File: src/rtl/conv2d_pkg.sv
// Shared types and helpers for conv2d_seq: FSM state encoding, derived
// datapath widths and a generic signed saturation function.
package conv2d_pkg;

  typedef enum logic [1:0] {
    IDLE  = 2'd0,
    ACCUM = 2'd1,
    OUT   = 2'd2
  } state_t;

  typedef struct packed {
    logic signed [63:0] value;
    logic               flag;
  } sat_t;

  function automatic int prod_width(input int pix_w, input int coef_w);
    return pix_w + coef_w;
  endfunction

  function automatic int acc_width(input int prod_w, input int n);
    return prod_w + $clog2(n);
  endfunction

  // Clip a wide signed value into the range of an out_w-bit signed number.
  function automatic sat_t saturate(input logic signed [63:0] value, input int out_w);
    logic signed [63:0] max_v;
    logic signed [63:0] min_v;
    sat_t               r;
    max_v   = (64'sd1 <<< (out_w - 1)) - 64'sd1;
    min_v   = -(64'sd1 <<< (out_w - 1));
    r.value = value;
    r.flag  = 1'b0;
    if (value > max_v) begin
      r.value = max_v;
      r.flag  = 1'b1;
    end else if (value < min_v) begin
      r.value = min_v;
      r.flag  = 1'b1;
    end
    return r;
  endfunction

endpackage

File: src/rtl/conv2d_lane_sum.sv
// Combinational sum of LANES signed pixel*coefficient products; a lane
// whose enable is low contributes zero.
module conv2d_lane_sum
  import conv2d_pkg::*;
#(
  parameter int LANES  = 3,
  parameter int PIX_W  = 9,
  parameter int COEF_W = 8,
  parameter int SUM_W  = 21
) (
  input  logic [LANES-1:0][PIX_W-1:0]  pix,
  input  logic [LANES-1:0][COEF_W-1:0] coef,
  input  logic [LANES-1:0]             en,
  output logic signed [SUM_W-1:0]      sum
);

  localparam int PROD_W = prod_width(PIX_W, COEF_W);

  logic signed [PROD_W-1:0] prod [LANES];

  for (genvar gi = 0; gi < LANES; gi++) begin : g_mul
    logic signed [PROD_W-1:0] pix_x;
    logic signed [PROD_W-1:0] coef_x;
    // Operands are widened to the full product width first so the multiply is exact.
    assign pix_x    = en[gi] ? PROD_W'($signed(pix[gi]))  : '0;
    assign coef_x   = en[gi] ? PROD_W'($signed(coef[gi])) : '0;
    assign prod[gi] = pix_x * coef_x;
  end

  always_comb begin
    sum = '0;
    for (int i = 0; i < LANES; i++) begin
      sum = sum + SUM_W'(prod[i]);
    end
  end

endmodule

File: src/rtl/conv2d_seq.sv
// Multi-cycle KxK convolution: LANES products per beat, then x2^SHIFT, bias, saturate.
// Optional CONV2D_SEQ_RELU_EN forces negative results to zero after saturation.
module conv2d_seq
  import conv2d_pkg::*;
#(
  parameter int K_SIZE = 3,
  parameter int PIX_W  = 9,
  parameter int COEF_W = 8,
  parameter int BIAS_W = 8,
  parameter int LANES  = 3,
  parameter int SHIFT  = 1,
  parameter int OUT_W  = 16
) (
  input  logic                                      clk,
  input  logic                                      rst_n,
  input  logic                                      in_valid,
  output logic                                      in_ready,
  input  logic [K_SIZE-1:0][K_SIZE-1:0][PIX_W-1:0]  window,
  input  logic [K_SIZE-1:0][K_SIZE-1:0][COEF_W-1:0] kernel,
  input  logic signed [BIAS_W-1:0]                  bias,
  output logic                                      out_valid,
  input  logic                                      out_ready,
  output logic signed [OUT_W-1:0]                   result,
  output logic                                      out_sat
);

  localparam int N      = K_SIZE * K_SIZE;
  localparam int PROD_W = prod_width(PIX_W, COEF_W);
  localparam int ACC_W  = acc_width(PROD_W, N);
  localparam int FULL_W = ((ACC_W + SHIFT > BIAS_W) ? ACC_W + SHIFT : BIAS_W) + 1;
  localparam int IDX_W  = $clog2(N + LANES);
  localparam int TAPS_P = 1 << IDX_W;

  state_t                                    state_reg, state_next;
  logic [K_SIZE-1:0][K_SIZE-1:0][PIX_W-1:0]  win_reg;
  logic [K_SIZE-1:0][K_SIZE-1:0][COEF_W-1:0] ker_reg;
  logic signed [BIAS_W-1:0]                  bias_reg;
  logic signed [ACC_W-1:0]                   acc_reg, beat_sum, acc_sum;
  logic [IDX_W-1:0]                          idx_reg;
  logic [IDX_W:0]                            idx_end;
  logic                                      in_ready_reg, in_ready_next;
  logic                                      accept, last_beat;
  logic signed [OUT_W-1:0]                   result_reg;
  logic                                      out_sat_reg;
  logic signed [FULL_W-1:0]                  s_full;
  sat_t                                      sat_v;
  logic [63-OUT_W:0]                         sat_high_unused;
  logic signed [OUT_W-1:0]                   sat_value, res_value;
  logic                                      res_flag;

  // Taps are zero-padded past N so lanes running off the end index safely.
  logic [TAPS_P-1:0][PIX_W-1:0]              win_pad;
  logic [TAPS_P-1:0][COEF_W-1:0]             ker_pad;
  logic [LANES-1:0][PIX_W-1:0]               lane_pix;
  logic [LANES-1:0][COEF_W-1:0]              lane_coef;
  logic [LANES-1:0]                          lane_en;

  assign win_pad = {{((TAPS_P - N) * PIX_W){1'b0}}, win_reg};
  assign ker_pad = {{((TAPS_P - N) * COEF_W){1'b0}}, ker_reg};

  for (genvar gi = 0; gi < LANES; gi++) begin : g_lane
    logic [IDX_W-1:0] tap;
    assign tap           = idx_reg + IDX_W'(gi);
    assign lane_en[gi]   = (tap < IDX_W'(N));
    assign lane_pix[gi]  = win_pad[tap];
    assign lane_coef[gi] = ker_pad[tap];
  end

  conv2d_lane_sum #(
    .LANES  (LANES),
    .PIX_W  (PIX_W),
    .COEF_W (COEF_W),
    .SUM_W  (ACC_W)
  ) u_lane_sum (
    .pix  (lane_pix),
    .coef (lane_coef),
    .en   (lane_en),
    .sum  (beat_sum)
  );

  assign idx_end   = {1'b0, idx_reg} + (IDX_W+1)'(LANES);
  assign last_beat = (idx_end >= (IDX_W+1)'(N));
  assign acc_sum   = acc_reg + beat_sum;
  assign s_full    = (FULL_W'(acc_sum) <<< SHIFT) + FULL_W'(bias_reg);
  assign sat_v     = saturate(64'(s_full), OUT_W);
  assign {sat_high_unused, sat_value} = sat_v.value;

`ifdef CONV2D_SEQ_RELU_EN
  assign res_value = sat_value[OUT_W-1] ? '0 : sat_value;
  assign res_flag  = sat_value[OUT_W-1] ? 1'b0 : sat_v.flag;
`else
  assign res_value = sat_value;
  assign res_flag  = sat_v.flag;
`endif

  always_ff @(posedge clk or negedge rst_n) begin
    if (!rst_n) state_reg <= IDLE;
    else        state_reg <= state_next;
  end

  always_comb begin
    state_next = state_reg;
    unique case (state_reg)
      IDLE:    if (accept)    state_next = ACCUM;
      ACCUM:   if (last_beat) state_next = OUT;
      OUT:     if (out_ready) state_next = IDLE;
      default: state_next = IDLE;
    endcase
  end

  // in_ready_reg is only ever high in IDLE, so it alone qualifies an input transfer.
  always_comb begin
    accept        = in_valid && in_ready_reg;
    out_valid     = (state_reg == OUT);
    in_ready_next = (state_next == IDLE);
  end

  always_ff @(posedge clk or negedge rst_n) begin
    if (!rst_n) begin
      in_ready_reg <= 1'b0;
      win_reg      <= '0;
      ker_reg      <= '0;
      bias_reg     <= '0;
      acc_reg      <= '0;
      idx_reg      <= '0;
      result_reg   <= '0;
      out_sat_reg  <= 1'b0;
    end else begin
      in_ready_reg <= in_ready_next;
      if (accept) begin
        win_reg  <= window;
        ker_reg  <= kernel;
        bias_reg <= bias;
        acc_reg  <= '0;
        idx_reg  <= '0;
      end else if (state_reg == ACCUM) begin
        acc_reg <= acc_sum;
        idx_reg <= idx_reg + IDX_W'(LANES);
        if (last_beat) begin
          result_reg  <= res_value;
          out_sat_reg <= res_flag;
        end
      end
    end
  end

  assign in_ready = in_ready_reg;
  assign result   = result_reg;
  assign out_sat  = out_sat_reg;

endmodule

File: config.mk
export PLATFORM = sky130hd
export DESIGN_NAME = conv2d_seq
export DESIGN_NICKNAME = d
export VERILOG_FILES = /design/src/rtl/conv2d_pkg.sv /design/src/rtl/conv2d_lane_sum.sv /design/src/rtl/conv2d_seq.sv
export SDC_FILE = /design/constraint.sdc
export NUM_CORES = 2
export LEC_CHECK = 0
export ABC_CLOCK_PERIOD_IN_PS = 36200
export BUFFER_PORTS_ARGS = -buffer_cell sky130_fd_sc_hd__buf_2
export CAP_MARGIN = 20
export CORE_ASPECT_RATIO = 1.1
export CORE_MARGIN = 4
export CORE_UTILIZATION = 68
export DETAILED_ROUTE_END_ITERATION = 6
export MAX_ROUTING_LAYER = met4
export PLACE_DENSITY = 0.89
export SLEW_MARGIN = 5
export SYNTH_ARGS = -nofsm -noshare
export SYNTH_HDL_FRONTEND = slang
export SYNTH_SLANG_ARGS = --single-unit
File: constraint.sdc
create_clock -name clk -period 36.2 [get_ports clk]
set_input_delay 3.62 -clock clk [delete_from_list [all_inputs] [get_ports clk]]
set_output_delay 3.62 -clock clk [all_outputs]
set_load 0.02 [all_outputs]
== Word-level counts from Yosys, hierarchy flattened ==
Index checks and enable logic that the tools add are counted.

* Bits in registers: 206
* Bits of input ports: 165
* Output and inout bits: 19
* Word-level logic and storage cells: 81

* Add/sub/neg operators: 8
* Multipliers: 3
* $lt $le $gt $ge: 9
* Equal/unequal tests: 2
* Multiplexer cells: 28
* Bitwise operators: 1
* Reduce and logical (&&, ||, !) cells: 5

{| class="wikitable"
|+ Operators with widths
! cell !! count
|-
| 17-bit two-way mux || 8
|-
| 9-bit binary-select mux with 4-bit select || 3
|-
| 8-bit binary-select mux with 4-bit select || 3
|-
| 17-bit by 17-bit multiplier with 17-bit output || 3
|-
| 21-bit two-way mux || 2
|-
| 9-bit two-way mux || 3
|-
| 8-bit two-way mux || 3
|-
| 22-bit by 8-bit adder with 23-bit output || 1
|-
| 23-bit by 16-bit greater-than comparator with 1-bit output, second input constant || 1
|-
| 23-bit by 16-bit < comparator with 1-bit output, second input constant || 1
|-
| 21-bit adder || 1
|-
| 18-bit by 17-bit adder with 19-bit output || 1
|-
| 17-bit by 17-bit adder with 18-bit output || 1
|-
| 4-bit by 5-bit < comparator with 1-bit output, second input constant || 3
|-
| 4-bit < comparator, second input constant || 3
|-
| 4-bit by 2-bit adder with 4-bit output, second input constant || 2
|-
| 4-bit two-way mux || 2
|-
| 2-bit two-way mux || 3
|-
| 2-bit case mux with 3 select lines || 1
|-
| 4-bit by 2-bit adder with 5-bit output, second input constant || 1
|-
| 5-bit by 4-bit greater-or-equal comparator with 1-bit output, second input constant || 1
|-
| 4-bit by 1-bit adder with 4-bit output, second input constant || 1
|-
| 2-bit zero test || 2
|-
| 3-bit AND reduction || 1
|-
| 5 further kinds || 5
|}

== Logic depth before layout (Yosys ltp) ==
* Depth after elaboration: 12
* Mapped depth: 62
* Depth with buffers taken out: 52

== Modules after synthesis ==
A second synthesis with hierarchy kept.

* Cell total of the unflattened synthesis: 2,991
* Area total of the unflattened synthesis: 26,760.7 um2

{| class="wikitable"
|+ By module, submodules not included
! module !! instances !! cells an instance !! area an instance (um2) !! sequential area each (um2)
|-
| conv2d_seq || 1 || 1,508 || 13,674.4 || 5,154.9
|-
| conv2d_lane_sum || 1 || 1,483 || 13,086.3 || 0.0
|}

== Worst setup path after synthesis ==
OpenSTA, ideal clock, no wires.

* Path type: flip-flop to flip-flop
* From: reg idx_reg[1]
* To: reg out_sat_reg (netlist: out_sat)
* Setup time: 136 ps
* Arrival time: 12,632 ps
* Data required time: 36,064 ps
* Slack: 23,432 ps
* Stages on the path, launching flop included: 56
* Path buffers: 10
* Clock period less this slack: 12,768 ps
* Path through: dfrtp_1 -> buf_4 -> buf_4 -> buf_4 -> buf_2 -> buf_2 -> buf_2 -> inv_1 -> ha_1 -> buf_2 -> buf_2 -> buf_2 -> mux4_2 -> nand2_1 -> a21oi_1 -> a21oi_1 -> nor2_1 -> fa_1 -> (+20 left out) -> or3_1 -> o21a_1 -> a21oi_1 -> xnor2_1 -> ha_1 -> nand3_1 -> a2111oi_0 -> nor3_1 -> xnor2_1 -> ha_1 -> and3_1 -> a21o_1 -> a31o_1 -> o41ai_2 -> xnor2_1 -> a31oi_2 -> buf_4 -> nand3b_1

* Longest elaborated chain between the ends: 12
* Elaborated cells between the ends (all ways): 37
* Those cells by class: 7 x add/sub; 3 x mul; 6 x order compare; 20 x mux; 1 x reduce/logical

{| class="wikitable"
|+ Ends and longest elaborated chain
! element !! RTL line !! text
|-
| start: declaration || conv2d_seq.sv:39 || <nowiki>logic [IDX_W-1:0] idx_reg;</nowiki>
|-
| start signal: assignment || conv2d_seq.sv:138 || <nowiki>idx_reg <= idx_reg + IDX_W'(LANES);</nowiki>
|-
| 4-bit by 1-bit adder with 4-bit output || conv2d_seq.sv:63 || <nowiki>assign tap = idx_reg + IDX_W'(gi);</nowiki>
|-
| 9-bit binary-select mux with 4-bit select or 8-bit binary-select mux with 4-bit select (tied branches) || conv2d_seq.sv:65, conv2d_seq.sv:66 ||
|-
| 9-bit two-way mux (not written as such) or 8-bit two-way mux (tied branches) || conv2d_seq.sv:65, conv2d_seq.sv:66 ||
|-
| 17-bit two-way mux (on tied branches) || conv2d_lane_sum.sv:25, conv2d_lane_sum.sv:26 ||
|-
| 17-bit by 17-bit multiplier with 17-bit output || conv2d_lane_sum.sv:27 || <nowiki>assign prod[gi] = pix_x * coef_x;</nowiki>
|-
| 17-bit by 17-bit adder with 18-bit output || conv2d_lane_sum.sv:33 || <nowiki>sum = sum + SUM_W'(prod[i]);</nowiki>
|-
| 18-bit by 17-bit adder with 19-bit output || conv2d_lane_sum.sv:33 ||
|-
| 21-bit adder || conv2d_seq.sv:83 || <nowiki>assign acc_sum = acc_reg + beat_sum;</nowiki>
|-
| 22-bit by 8-bit adder with 23-bit output || conv2d_seq.sv:84 || <nowiki>assign s_full = (FULL_W'(acc_sum) <<< SHIFT) + FULL_W'(bias_reg);</nowiki>
|-
| 23-bit by 16-bit < comparator with 1-bit output || conv2d_pkg.sv:36 || <nowiki>end else if (value < min_v) begin</nowiki>
|-
| 17-bit two-way mux || conv2d_pkg.sv:36 ||
|-
| 17-bit two-way mux || conv2d_pkg.sv:33 || <nowiki>if (value > max_v) begin</nowiki>
|-
| end signal: assignment || conv2d_seq.sv:141 || <nowiki>out_sat_reg <= res_flag;</nowiki>
|-
| end: declaration || conv2d_seq.sv:44 || <nowiki>logic out_sat_reg;</nowiki>
|}

Parallel ways exist; a longest one is shown, timed or not. The select of a mux whose other input is x is not followed.
A chain may end at the register's enable or synchronous reset.

== Final worst setup path ==
* From: reg idx_reg[1]
* To: reg result_reg[0] (netlist: result[0])

* Longest elaborated chain between the ends: 12
* Elaborated cells between the ends (all ways): 37
* Those cells by class: 7 x add/sub; 3 x mul; 6 x order compare; 20 x mux; 1 x reduce/logical

{| class="wikitable"
|+ Ends and longest elaborated chain
! element !! RTL line !! text
|-
| 4-bit by 1-bit adder with 4-bit output || conv2d_seq.sv:63 ||
|-
| 9-bit binary-select mux with 4-bit select or 8-bit binary-select mux with 4-bit select (tied branches) || conv2d_seq.sv:65, conv2d_seq.sv:66 ||
|-
| 9-bit two-way mux (not written as such) or 8-bit two-way mux (tied branches) || conv2d_seq.sv:65, conv2d_seq.sv:66 ||
|-
| 17-bit two-way mux (on tied branches) || conv2d_lane_sum.sv:25, conv2d_lane_sum.sv:26 ||
|-
| 17-bit by 17-bit multiplier with 17-bit output || conv2d_lane_sum.sv:27 ||
|-
| 17-bit by 17-bit adder with 18-bit output || conv2d_lane_sum.sv:33 ||
|-
| 18-bit by 17-bit adder with 19-bit output || conv2d_lane_sum.sv:33 ||
|-
| 21-bit adder || conv2d_seq.sv:83 ||
|-
| 22-bit by 8-bit adder with 23-bit output || conv2d_seq.sv:84 ||
|-
| 23-bit by 16-bit < comparator with 1-bit output || conv2d_pkg.sv:36 ||
|-
| 17-bit two-way mux || conv2d_pkg.sv:36 ||
|-
| 17-bit two-way mux || conv2d_pkg.sv:33 ||
|-
| end signal: assignment || conv2d_seq.sv:140 || <nowiki>result_reg <= res_value;</nowiki>
|-
| end: declaration || conv2d_seq.sv:43 || <nowiki>logic signed [OUT_W-1:0] result_reg;</nowiki>
|}

Parallel ways exist; a longest one is shown, timed or not. The select of a mux whose other input is x is not followed.

==> results.json <==
{
  "ys_top_cells_by_area": "fa_1 (21%), dfrtp_1 (20%), ha_1 (11%)",
  "grt_pass1_vias": 22649,
  "min_to": "bias_reg[4]$_DFFE_PN0P_",
  "slew_headroom": 0.2612,
  "reg2reg_to": "result[0]$_DFFE_PN0P_",
  "wl_per_cell_um": 19.69,
  "seqCellArea_um2": 5160,
  "holdBufCountCts": 0,
  "multi_input_area_um2": 18720,
  "syn_avg_cell_area_um2": 8.997,
  "min_period_ns": 13.84,
  "tns_ns": 0,
  "final_cell_mix": "nand2_1 (632), inv_1 (471), fa_1 (275)",
  "syn_to_final_growth_pct": 7.837,
  "worstHoldStart": "bias_reg[4]$_DFFE_PN0P_",
  "yosysWarnings": 0,
  "num_rows": 74,
  "synthArstFlopShare": 1.000,
  "grt.total_usage": 0.3497,
  "place_area_um2": 27360,
  "drt_iter0_drc": 1775,
  "antenna_cells": 0,
  "rrSetupSlack_ns": 22.36,
  "die_y_um": 213.4,
  "finalClockSkew_ns": 0.02289,
  "cpPeakStageDelay_ns": 0.88,
  "drive_gt1_frac": 0.1245,
  "grt_max_degree": 110,
  "worst_ep_required_time_ns": 36.62,
  "setup_violations": 0,
  "synth_edf_count": 0,
  "fill_cells": 2579,
  "path_clk_slew_ns": 0.07,
  "crit_path_start_kind": "flop",
  "dieArea_um2": 41540,
  "antenna_left": 0,
  "yosys.area.top_type": "fa_1",
  "cts_tree": "built",
  "grt_pass1_wl_mm": 114.6,
  "synth_cell_types": 78,
  "utilization": 0.7498,
  "cts.sinks": 206,
  "ys_seq_area_frac": 0.1977,
  "initial_utilization": 0.6953,
  "final_nets": 3712,
  "htreeDepth": 1,
  "largest_reg_flops": 81,
  "vias": 21353,
  "ctsResizeCount": 0,
  "core_um2": 37500,
  "fin_ws_ns": 22.36,
  "reg2reg_depth": 45,
  "numCtsBuffers": 23,
  "die_w_um": 194.7,
  "worstPathArrival_ns": 14.25,
  "hold_violations": 0,
  "cts_root_buf": "clkbuf_16",
  "cts_setup_buffers": 0,
  "critPathMaxFanout": 66,
  "status": "finished, final reports clean",
  "ys.flop_type": "dfrtp_1",
  "finalWirelength_mm": 69.80,
  "holdPathStages": 2,
  "critPathKind": "flop to flop",
  "cp-end-kind": "flop",
  "dp.final_hpwl_mm": 55.37,
  "max_cap_viol_count": 0,
  "dr.pass1.iters": 6,
  "path_common_cell": "inv_1",
  "r2r-start": "idx_reg[1]$_DFFE_PN0P_",
  "insertion_delay_ns": 0.54,
  "dp_slack_ns": 22.43,
  "vias_per_cell": 6.023,
  "synth-seq-cells": 206,
  "rsz0062_at_grt": "no",
  "gp_congestion": 0.9794,
  "synthCells": 2898,
  "fin_crit_sh": 0.3822,
  "crit_slowest_cell": "ha_1",
  "grt_antenna_before_repair": 0,
  "overflow": 0,
  "min_path_type": "flop to flop",
  "drc": 0,
  "io_buffers": 183,
  "drv_slew": 0,
  "io_pins": 184,
  "synth.top_cell.area_share": 0.2112,
  "clockBufferDepth": 3,
  "synth_fp_nets": 3576,
  "final_common_cell": "nand2_1",
  "fmaxAchievable_mhz": 72.28,
  "synthesis.area_um2": 26070,
  "worstMarginPinSlew_ns": 1.101,
  "fin_area_um2": 28120
}
how the worst max path moves through the flow:
stage                           start               endpoint  slack, ns
5_1_grt        idx_reg[1]$_DFFE_PN0P_  result[0]$_DFFE_PN0P_      21.45
2_1_floorplan  idx_reg[1]$_DFFE_PN0P_    out_sat$_DFFE_PN0P_      23.43
4_1_cts        idx_reg[1]$_DFFE_PN0P_  result[0]$_DFFE_PN0P_      22.47
3_3_place_gp   idx_reg[0]$_DFFE_PN0P_  result[4]$_DFFE_PN0P_      23.02
3_5_place_dp   idx_reg[0]$_DFFE_PN0P_  result[0]$_DFFE_PN0P_      22.43
6_report       idx_reg[1]$_DFFE_PN0P_  result[0]$_DFFE_PN0P_      22.36
through the flow:
| stage | instances | hold WS, ns |
|---|---|---|
| after CTS | 3543 | 0.5201 |
| after global placement | 3500 | 0.4713 |
| after detailed placement | 3501 | 0.4932 |
| final | 3545 | 0.5247 |
| after floorplan | 2898 | 0.4523 |
| after global routing | 3545 | 0.5357 |
critical path: cells and delay by family, from the launching register on:
family                     cells  cell delay, ns
and+or+nand+nor                8            2.01
DFF                            1            0.34
AOI/OAI and AO/OA             11            3.57
adders and majority gates     12            5.66
buffers and inverters         10            1.40
xor gates and xnor gates       4            0.72
per-layer routing:
layer	part of all wire	global-route usage	vias up	wire length (um)
li1	-	-	9594	-
met1	0.39	0.4411	10485	27300
met2	0.49	0.5891	1050	34550
met3	0.068	0.03991	224	4732
met4	0.046	0.1377	0	3218
met5	0	-	-	0
layout make-up:
| cell class | instances | share of cell area |
|---|---|---|
| Clock inverter | 9 | 0.003382 |
| Clock buffer | 33 | 0.02287 |
| Inverter | 473 | 0.06315 |
| Timing Repair Buffer | 206 | 0.03930 |
| Multi-Input combinational cell | 2124 | 0.6658 |
| Sequential cell | 206 | 0.1835 |
| Tap cell | 494 | 0.02198 |
cells in the mapped netlist, types with 33 or more instances:
cell	n
mux4_2	87
clkbuf_1	61
dfrtp_1	206
a21oi_1	118
and2_1	51
nor3_1	37
xnor2_1	131
nor2_1	166
nand2_1	633
o21ai_0	33
fa_1	275
ha_1	238
xor2_1	34
mux2i_1	49
inv_1	471
logic make-up after synthesis:
group | share of synthesized area
buffers and inverters | 0.08518
AND/OR/NAND/NOR | 0.1607
XOR/XNOR | 0.05605
flip-flops | 0.1977
AO/OA/AOI/OAI | 0.08019
multiplexers | 0.09483
adder cells (fa/ha/maj) | 0.3254
Power is not shown: default switching activity piles up to over one toggle a cycle in this logic, so the estimate is an artifact.
